### config.mk
export PLATFORM = sky130hd
export DESIGN_NAME = nes_controller_reader
export DESIGN_NICKNAME = d
export VERILOG_FILES = /design/src/rtl/nes_controller_reader.sv
export SDC_FILE = /design/constraint.sdc
export NUM_CORES = 1
export LEC_CHECK = 0
export BUFFER_PORTS_ARGS = -buffer_cell sky130_fd_sc_hd__clkbuf_2
export CAP_MARGIN = 20
export CELL_PAD_IN_SITES_DETAIL_PLACEMENT = 0
export CELL_PAD_IN_SITES_GLOBAL_PLACEMENT = 1
export CORE_ASPECT_RATIO = 1.25
export CORE_UTILIZATION = 49
export CTS_CLUSTER_SIZE = 14
export DETAILED_ROUTE_END_ITERATION = 16
export MAX_ROUTING_LAYER = met4
export PLACE_DENSITY = 0.83
export SYNTH_ARGS = -nofsm -noshare
export SYNTH_HDL_FRONTEND = slang
export SYNTH_SLANG_ARGS = --single-unit
### constraint.sdc
create_clock -name clk -period 4.9 [get_ports clk]
set_input_delay 0.49 -clock clk [delete_from_list [all_inputs] [get_ports clk]]
set_output_delay 0.49 -clock clk [all_outputs]
set_load 0.02 [all_outputs]
### src/rtl/nes_controller_reader.sv
// nes_controller_reader
//   Polls a standard NES pad once every POLL_CYCLES clocks: pulses the latch,
//   clocks out eight serial bits and publishes them as an active-high button
//   vector. A reset asserted mid-poll aborts the poll, so no partial result
//   can reach the outputs.
//
// Ports
//   clk           system clock
//   hard_reset    synchronous, active-high reset
//   nes_data      pad serial data, active-low, asynchronous to clk
//   nes_latch     pad latch strobe (registered)
//   nes_clk       pad shift clock, idles low (registered)
//   buttons       [0]A [1]B [2]Select [3]Start [4]Up [5]Down [6]Left [7]Right
//   start         buttons[3]
//   buttons_valid one-cycle pulse when buttons is updated
//   ready         set after the first completed poll, cleared by reset
module nes_controller_reader #(
    parameter int POLL_CYCLES = 1666666,
    parameter int HALF_CYCLES = 600
) (
    input  logic       clk,
    input  logic       hard_reset,
    input  logic       nes_data,
    output logic       nes_latch,
    output logic       nes_clk,
    output logic [7:0] buttons,
    output logic       start,
    output logic       buttons_valid,
    output logic       ready
);

    localparam int CW = $clog2(POLL_CYCLES);
    localparam int PW = $clog2(2 * HALF_CYCLES);

    localparam logic [CW-1:0] PERIOD_LAST = CW'(POLL_CYCLES - 1);
    localparam logic [PW-1:0] LATCH_LAST  = PW'(2 * HALF_CYCLES - 1);
    localparam logic [PW-1:0] HALF_LAST   = PW'(HALF_CYCLES - 1);

    typedef enum logic [2:0] {IDLE, LATCH, LOW, HIGH, DONE} state_t;

    state_t        state, state_n;
    logic [PW-1:0] phase, phase_n;
    logic [2:0]    idx, idx_n;
    logic          sample;
    logic [CW-1:0] period_cnt;
    logic          data_s1, data_s2;
    logic [7:0]    shift;

    assign start = buttons[3];

    always_comb begin
        state_n = state;
        phase_n = phase + 1'b1;
        idx_n   = idx;
        sample  = 1'b0;
        case (state)
            IDLE: begin
                phase_n = '0;
                if (period_cnt == PERIOD_LAST) state_n = LATCH;
            end
            LATCH: begin
                if (phase == LATCH_LAST) begin
                    state_n = LOW;
                    phase_n = '0;
                    idx_n   = 3'd0;
                end
            end
            LOW: begin
                // Last LOW cycle: the pad has had a full half-period (plus the
                // synchronizer delay) to settle the bit for this index.
                if (phase == HALF_LAST) begin
                    sample  = 1'b1;
                    state_n = HIGH;
                    phase_n = '0;
                end
            end
            HIGH: begin
                if (phase == HALF_LAST) begin
                    phase_n = '0;
                    if (idx == 3'd7) begin
                        state_n = DONE;
                    end else begin
                        idx_n   = idx + 3'd1;
                        state_n = LOW;
                    end
                end
            end
            DONE: begin
                state_n = IDLE;
                phase_n = '0;
            end
            default: begin
                state_n = IDLE;
                phase_n = '0;
            end
        endcase
    end

    always_ff @(posedge clk) begin
        if (hard_reset) begin
            state         <= IDLE;
            phase         <= '0;
            idx           <= 3'd0;
            period_cnt    <= '0;
            data_s1       <= 1'b1;
            data_s2       <= 1'b1;
            shift         <= 8'h00;
            buttons       <= 8'h00;
            buttons_valid <= 1'b0;
            ready         <= 1'b0;
            nes_latch     <= 1'b0;
            nes_clk       <= 1'b0;
        end else begin
            data_s1    <= nes_data;
            data_s2    <= data_s1;
            period_cnt <= (period_cnt == PERIOD_LAST) ? '0 : period_cnt + 1'b1;
            state      <= state_n;
            phase      <= phase_n;
            idx        <= idx_n;
            // Pad outputs are decoded from the next state so they are
            // registered yet aligned with the state they belong to.
            nes_latch  <= (state_n == LATCH);
            nes_clk    <= (state_n == HIGH);
            if (sample) shift[idx] <= ~data_s2;
            // Only DONE copies the shift register, so a mid-poll value never
            // appears on buttons.
            buttons_valid <= (state == DONE);
            if (state == DONE) begin
                buttons <= shift;
                ready   <= 1'b1;
            end
        end
    end

endmodule

=== Word level (Yosys, flattened, before mapping) ===
Index checks and enable logic that the tools add are counted.

* Input port bits: 3
* Register bits: 60
* Output and inout port bits: 13
* Word-level logic and storage cells: 55

* $lt $le $gt $ge: 2
* Mux-type cells: 18
* Reduce and logical (&&, ||, !) cells: 6
* Eq/ne operators: 13
* Add/subtract/negate cells: 3
* Bitwise logic cells: 1

{| class="wikitable"
|+ Operators by type and width
! kind !! number
|-
| $mux 3 || 8
|-
| $mux 11 || 2
|-
| $pmux 11 s2 || 1
|-
| $add 21x1->21 const B || 1
|-
| $eq 21x21->1 const B || 1
|-
| $pmux 3 s4 || 1
|-
| $add 11x1->11 const B || 1
|-
| $eq 11x10->1 const B || 1
|-
| $eq 11x11->1 const B || 1
|-
| $eq 3x2->1 const B || 3
|-
| $bwmux 8 || 1
|-
| $eq 3x1->1 const B || 2
|-
| $eq 3x3->1 const B || 2
|-
| $ne 2x2->1 const B || 3
|-
| $pmux 3 s2 || 1
|-
| $lt 3x4->1 const B || 1
|-
| $reduce_and 4->1 || 1
|-
| $reduce_or 2->1 || 2
|-
| $add 3x1->3 const B || 1
|-
| $demux 1 s3 || 1
|-
| $ge 3x1->1 const B || 1
|-
| $logic_not 3->1 || 1
|-
| $mux 1 || 3
|-
| $reduce_bool 2->1 || 1
|-
| 2 further kinds || 2
|}

=== Logic depth before layout (Yosys ltp) ===
* Depth after elaboration: 5
* Depth in mapped cells: 7
* Gate-level depth less buffers: 6

=== Worst setup path before layout ===
Ideal clock, no wire load.

* Path type: reg-to-reg
* Start point: register phase[0]
* End point: register phase[10]
* Library setup time: 0.128 ns
* Clock period less this slack: 1.771 ns
* Required time: 4.772 ns
* Data arrival time: 1.644 ns
* Path buffers: 1
* Cell stages (with the launch flop): 7
* Setup slack: 3.129 ns
* Cells stage by stage: dfxtp_1 ha_1 and4_2 nand4_1 a32oi_1 clkbuf_1 nor2_1

* Word-level cells in the longest chain between the ends: 3
* Elaborated cells on any way between the ends: 6
* Those cells by class: add/sub (1); eq/ne (2); mux (3)

{| class="wikitable"
|+ RTL lines
! item !! RTL line !! source
|-
| start, declared || 42 || <nowiki>logic [PW-1:0] phase, phase_n;</nowiki>
|-
| start signal, assigned || 118 || <nowiki>phase <= phase_n;</nowiki>
|-
| $add 11x1->11 (tied with other cells) || 53 || <nowiki>phase_n = phase + 1'b1;</nowiki>
|-
| $mux 11, on equally long branches || 71, 78, 62 ||
|-
| $pmux 11 s2 (*) || 56 || <nowiki>case (state)</nowiki>
|}

Mark *: on every way between the ends. The rest lies on a longest branch, timed or not.
A chain may end at the register's enable or synchronous reset.

=== Worst setup path after layout ===
* Start point: register phase[0]
* End point: register phase[8]

The elaborated chain is that of the path after synthesis.

==> qor.csv <==
metric,value,unit
r2r_slack,2.54,ns
wl_per_cell,14.04,µm
syn_area_per_cell,8.802,µm²
initialDrtViolationCount,95,
grt.met2_usage,31.24,%
antenna_cells,0,
hold_end,data_s1$_SDFF_PP1_,
grt_first_pass_wirelength,9349,µm
clockBufferDepth,2,
final_cell_mix,"60 x dfxtp_1, 33 x nor2_1, 31 x nand2_1",
required,5.09,ns
whs_path_depth,2,
end_kind,flop,
r2r_end,phase[8]$_SDFF_PP0_,
power_density,338.8,nW/µm²
yosys-top-cells-area,"dfxtp_1 44%, xor2_1 5.4%, nor2_1 4.5%, nand2_1 4.2%, a21oi_1 4.2%",
ant_nets,0,
holdBufCountCts,0,
rr_startpoint,phase[0]$_SDFF_PP0_,
ir_drop,271.2,µV
drt_wl_total,5491,µm
portBuffers,15,
ys_seq_elements,60,
top_usage_layer,met2,
p_leak,1.062,nW
grt_overflow,0,
finalHoldViolations,0,
cts_resized,0,
grt_pass1_vias,2009,
gr-usage-all-layers,20.47,%
final_nets,330,
seq_area_frac_synth,43.60,%
clkSinkCount,60,
viasPerCell,5.655,
yosysTopAreaCell,dfxtp_1,
dieArea,5929,µm²
hpwl,3763,µm
fillers,505,
max_cap_violations,0,
use_met1,24.93,%
synth_area,2755,µm²
worstSkewPairLatency,0.34,ns
tns,0,ns
fmax,423.9,MHz
async_flop_share,0,%
grt_max_degree,29,
fp.coreArea,5405,µm²
max-slew-margin-rel,36.05,%
yosysUniqueCellTypes,49,
mostFrequentLayoutCell,dfxtp_1,
grt_antenna_before_repair,0,
gp_congestion,0.7963,
synth_edf_count,0,
period_needed,2.359,ns
worst_pin_slew,0.9593,ns
start_util,50.97,%
ctsHtreeMaxLevel,3,
final_layout_size_suffix_gt1_share,11.93,%
cts_setup_buffers,0,
cts_tree,built,
r2r_cells,5,
rsz0062_at_grt,no,
finalClockSkew,0.005022,ns
path_class,flop to flop,
cts_root_buf,clkbuf_8,
cts_made_buffers,9,
fin_crit_sh,48.14,%
io_pins,16,
finalSetupViolCount,0,
final_core_util,56.78,%
num_rows,30,
syn-num-nets,321,
drc_errors,0,
die_height,85.84,µm
startpoint_type,flop,
cp_data_arrival_time,2.55,ns
status,completed,
synth_flop_cell,dfxtp_1,
vias,2211,
area_growth,11.40,%
syn_inst,313,
synth_top_area_share,43.60,%
path_clk_slew,0.06,ns
hp-start,nes_data,
yosysWarnings,0,
die_w,69.07,µm
cp_max_fo,11,
first_pass_iters,4,
met3_usage,5.875,%
hp-class,input port to flop,
maxSlewViolCount,0,
## per-stage QoR
step	worst slack [ns]	instances	total power, W	area, µm²	hold WS (ns)
detailed placement	2.581	375	0.0005262	2838	0.3972
floorplan	3.129	313	0.0005210	2755	0.3895
global placement	2.662	375	0.0005262	2838	0.4043
finish	2.541	391	0.001040	3069	0.3357
CTS	2.553	391	0.001053	3069	0.3241
global route	2.222	391	0.001078	3069	0.3307
## kinds of logic after synthesis
group / Yosys count / share of synthesized area (%)
flip-flops: 60 / 43.60
buffers and inverters: 21 / 3.315
adder cells (fa/ha/maj): 5 / 2.271
XOR/XNOR: 22 / 6.993
AND/OR/NAND/NOR: 154 / 32.20
AO/OA/AOI/OAI: 51 / 11.63
## cell usage after synthesis, types with 2 or more instances
master and n:
nor4_1 3, a31oi_1 2, and2_1 7, o21ai_0 8, or3_1 6, nor4b_1 4
clkbuf_1 14, inv_1 3, or2_2 2, nand2_1 31, dfxtp_1 60, nor2_1 33
xor2_1 17, or4_1 2, a21oi_1 23, and4_1 3, nand3_1 15, xnor2_1 5
ha_1 5, a311oi_1 8, o31ai_1 2, nor3_1 5, nor2b_1 6, and3_1 3
nand4_1 14, and4b_1 3, nor4_4 2, nor4bb_1 3, nand2b_1 3, nand3b_1 2
## flip-flops by register name (all words and copies together) (netlist names), 3 cells and up
name        count
period_cnt     21
buttons         8
phase          11
idx             3
state           3
shift           8
## worst max path at each step
| stage | from | to | slack [ns] | cells after the start |
|---|---|---|---|---|
| final | phase[0]$_SDFF_PP0_ | phase[8]$_SDFF_PP0_ | 2.54 | 5 |
| after detailed placement | phase[0]$_SDFF_PP0_ | phase[6]$_SDFF_PP0_ | 2.58 | 5 |
| after floorplan | phase[0]$_SDFF_PP0_ | phase[10]$_SDFF_PP0_ | 3.13 | 6 |
| after global routing | phase[0]$_SDFF_PP0_ | phase[4]$_SDFF_PP0_ | 2.22 | 5 |
| after CTS | phase[0]$_SDFF_PP0_ | phase[4]$_SDFF_PP0_ | 2.55 | 5 |
| after global placement | phase[0]$_SDFF_PP0_ | phase[4]$_SDFF_PP0_ | 2.66 | 5 |
## per-layer routing
layer  wire length [µm]  part of all wire, %
met1               2641                   48
met2               2565                   47
met3                167                  3.0
met4                116                  2.1
met5                  0                    0
## worst max-delay path, stage by stage (launching register included)
cell	delay (ns)
dfxtp_1	0.38
ha_1	0.28
nor4bb_1	0.46
nand3_1	0.21
a32oi_1	0.76
nor2_1	0.11
## power by group
part / internal, W / switching [W] / total, W / leakage [nW]
clock: 0.000336 / 0.000188 / 0.000524 / 0.117
sequential: 0.000491 / 0.00000485 / 0.000496 / 0.484
combinational: 0.00000701 / 0.0000123 / 0.0000193 / 0.461
## layout make-up
| type | count | area (µm²) | area share, % |
|---|---|---|---|
| inverters | 3 | 11.26 | 0.3669 |
| repair buffers | 16 | 82.58 | 2.691 |
| multi-input cells | 232 | 1463 | 47.66 |
| well taps | 64 | 80.08 | 2.609 |
| clock buffers | 11 | 131.4 | 4.280 |
| clock inverters | 5 | 100.1 | 3.261 |
| flip-flops and latches | 60 | 1201 | 39.14 |
(Power assumes the default switching activity.)
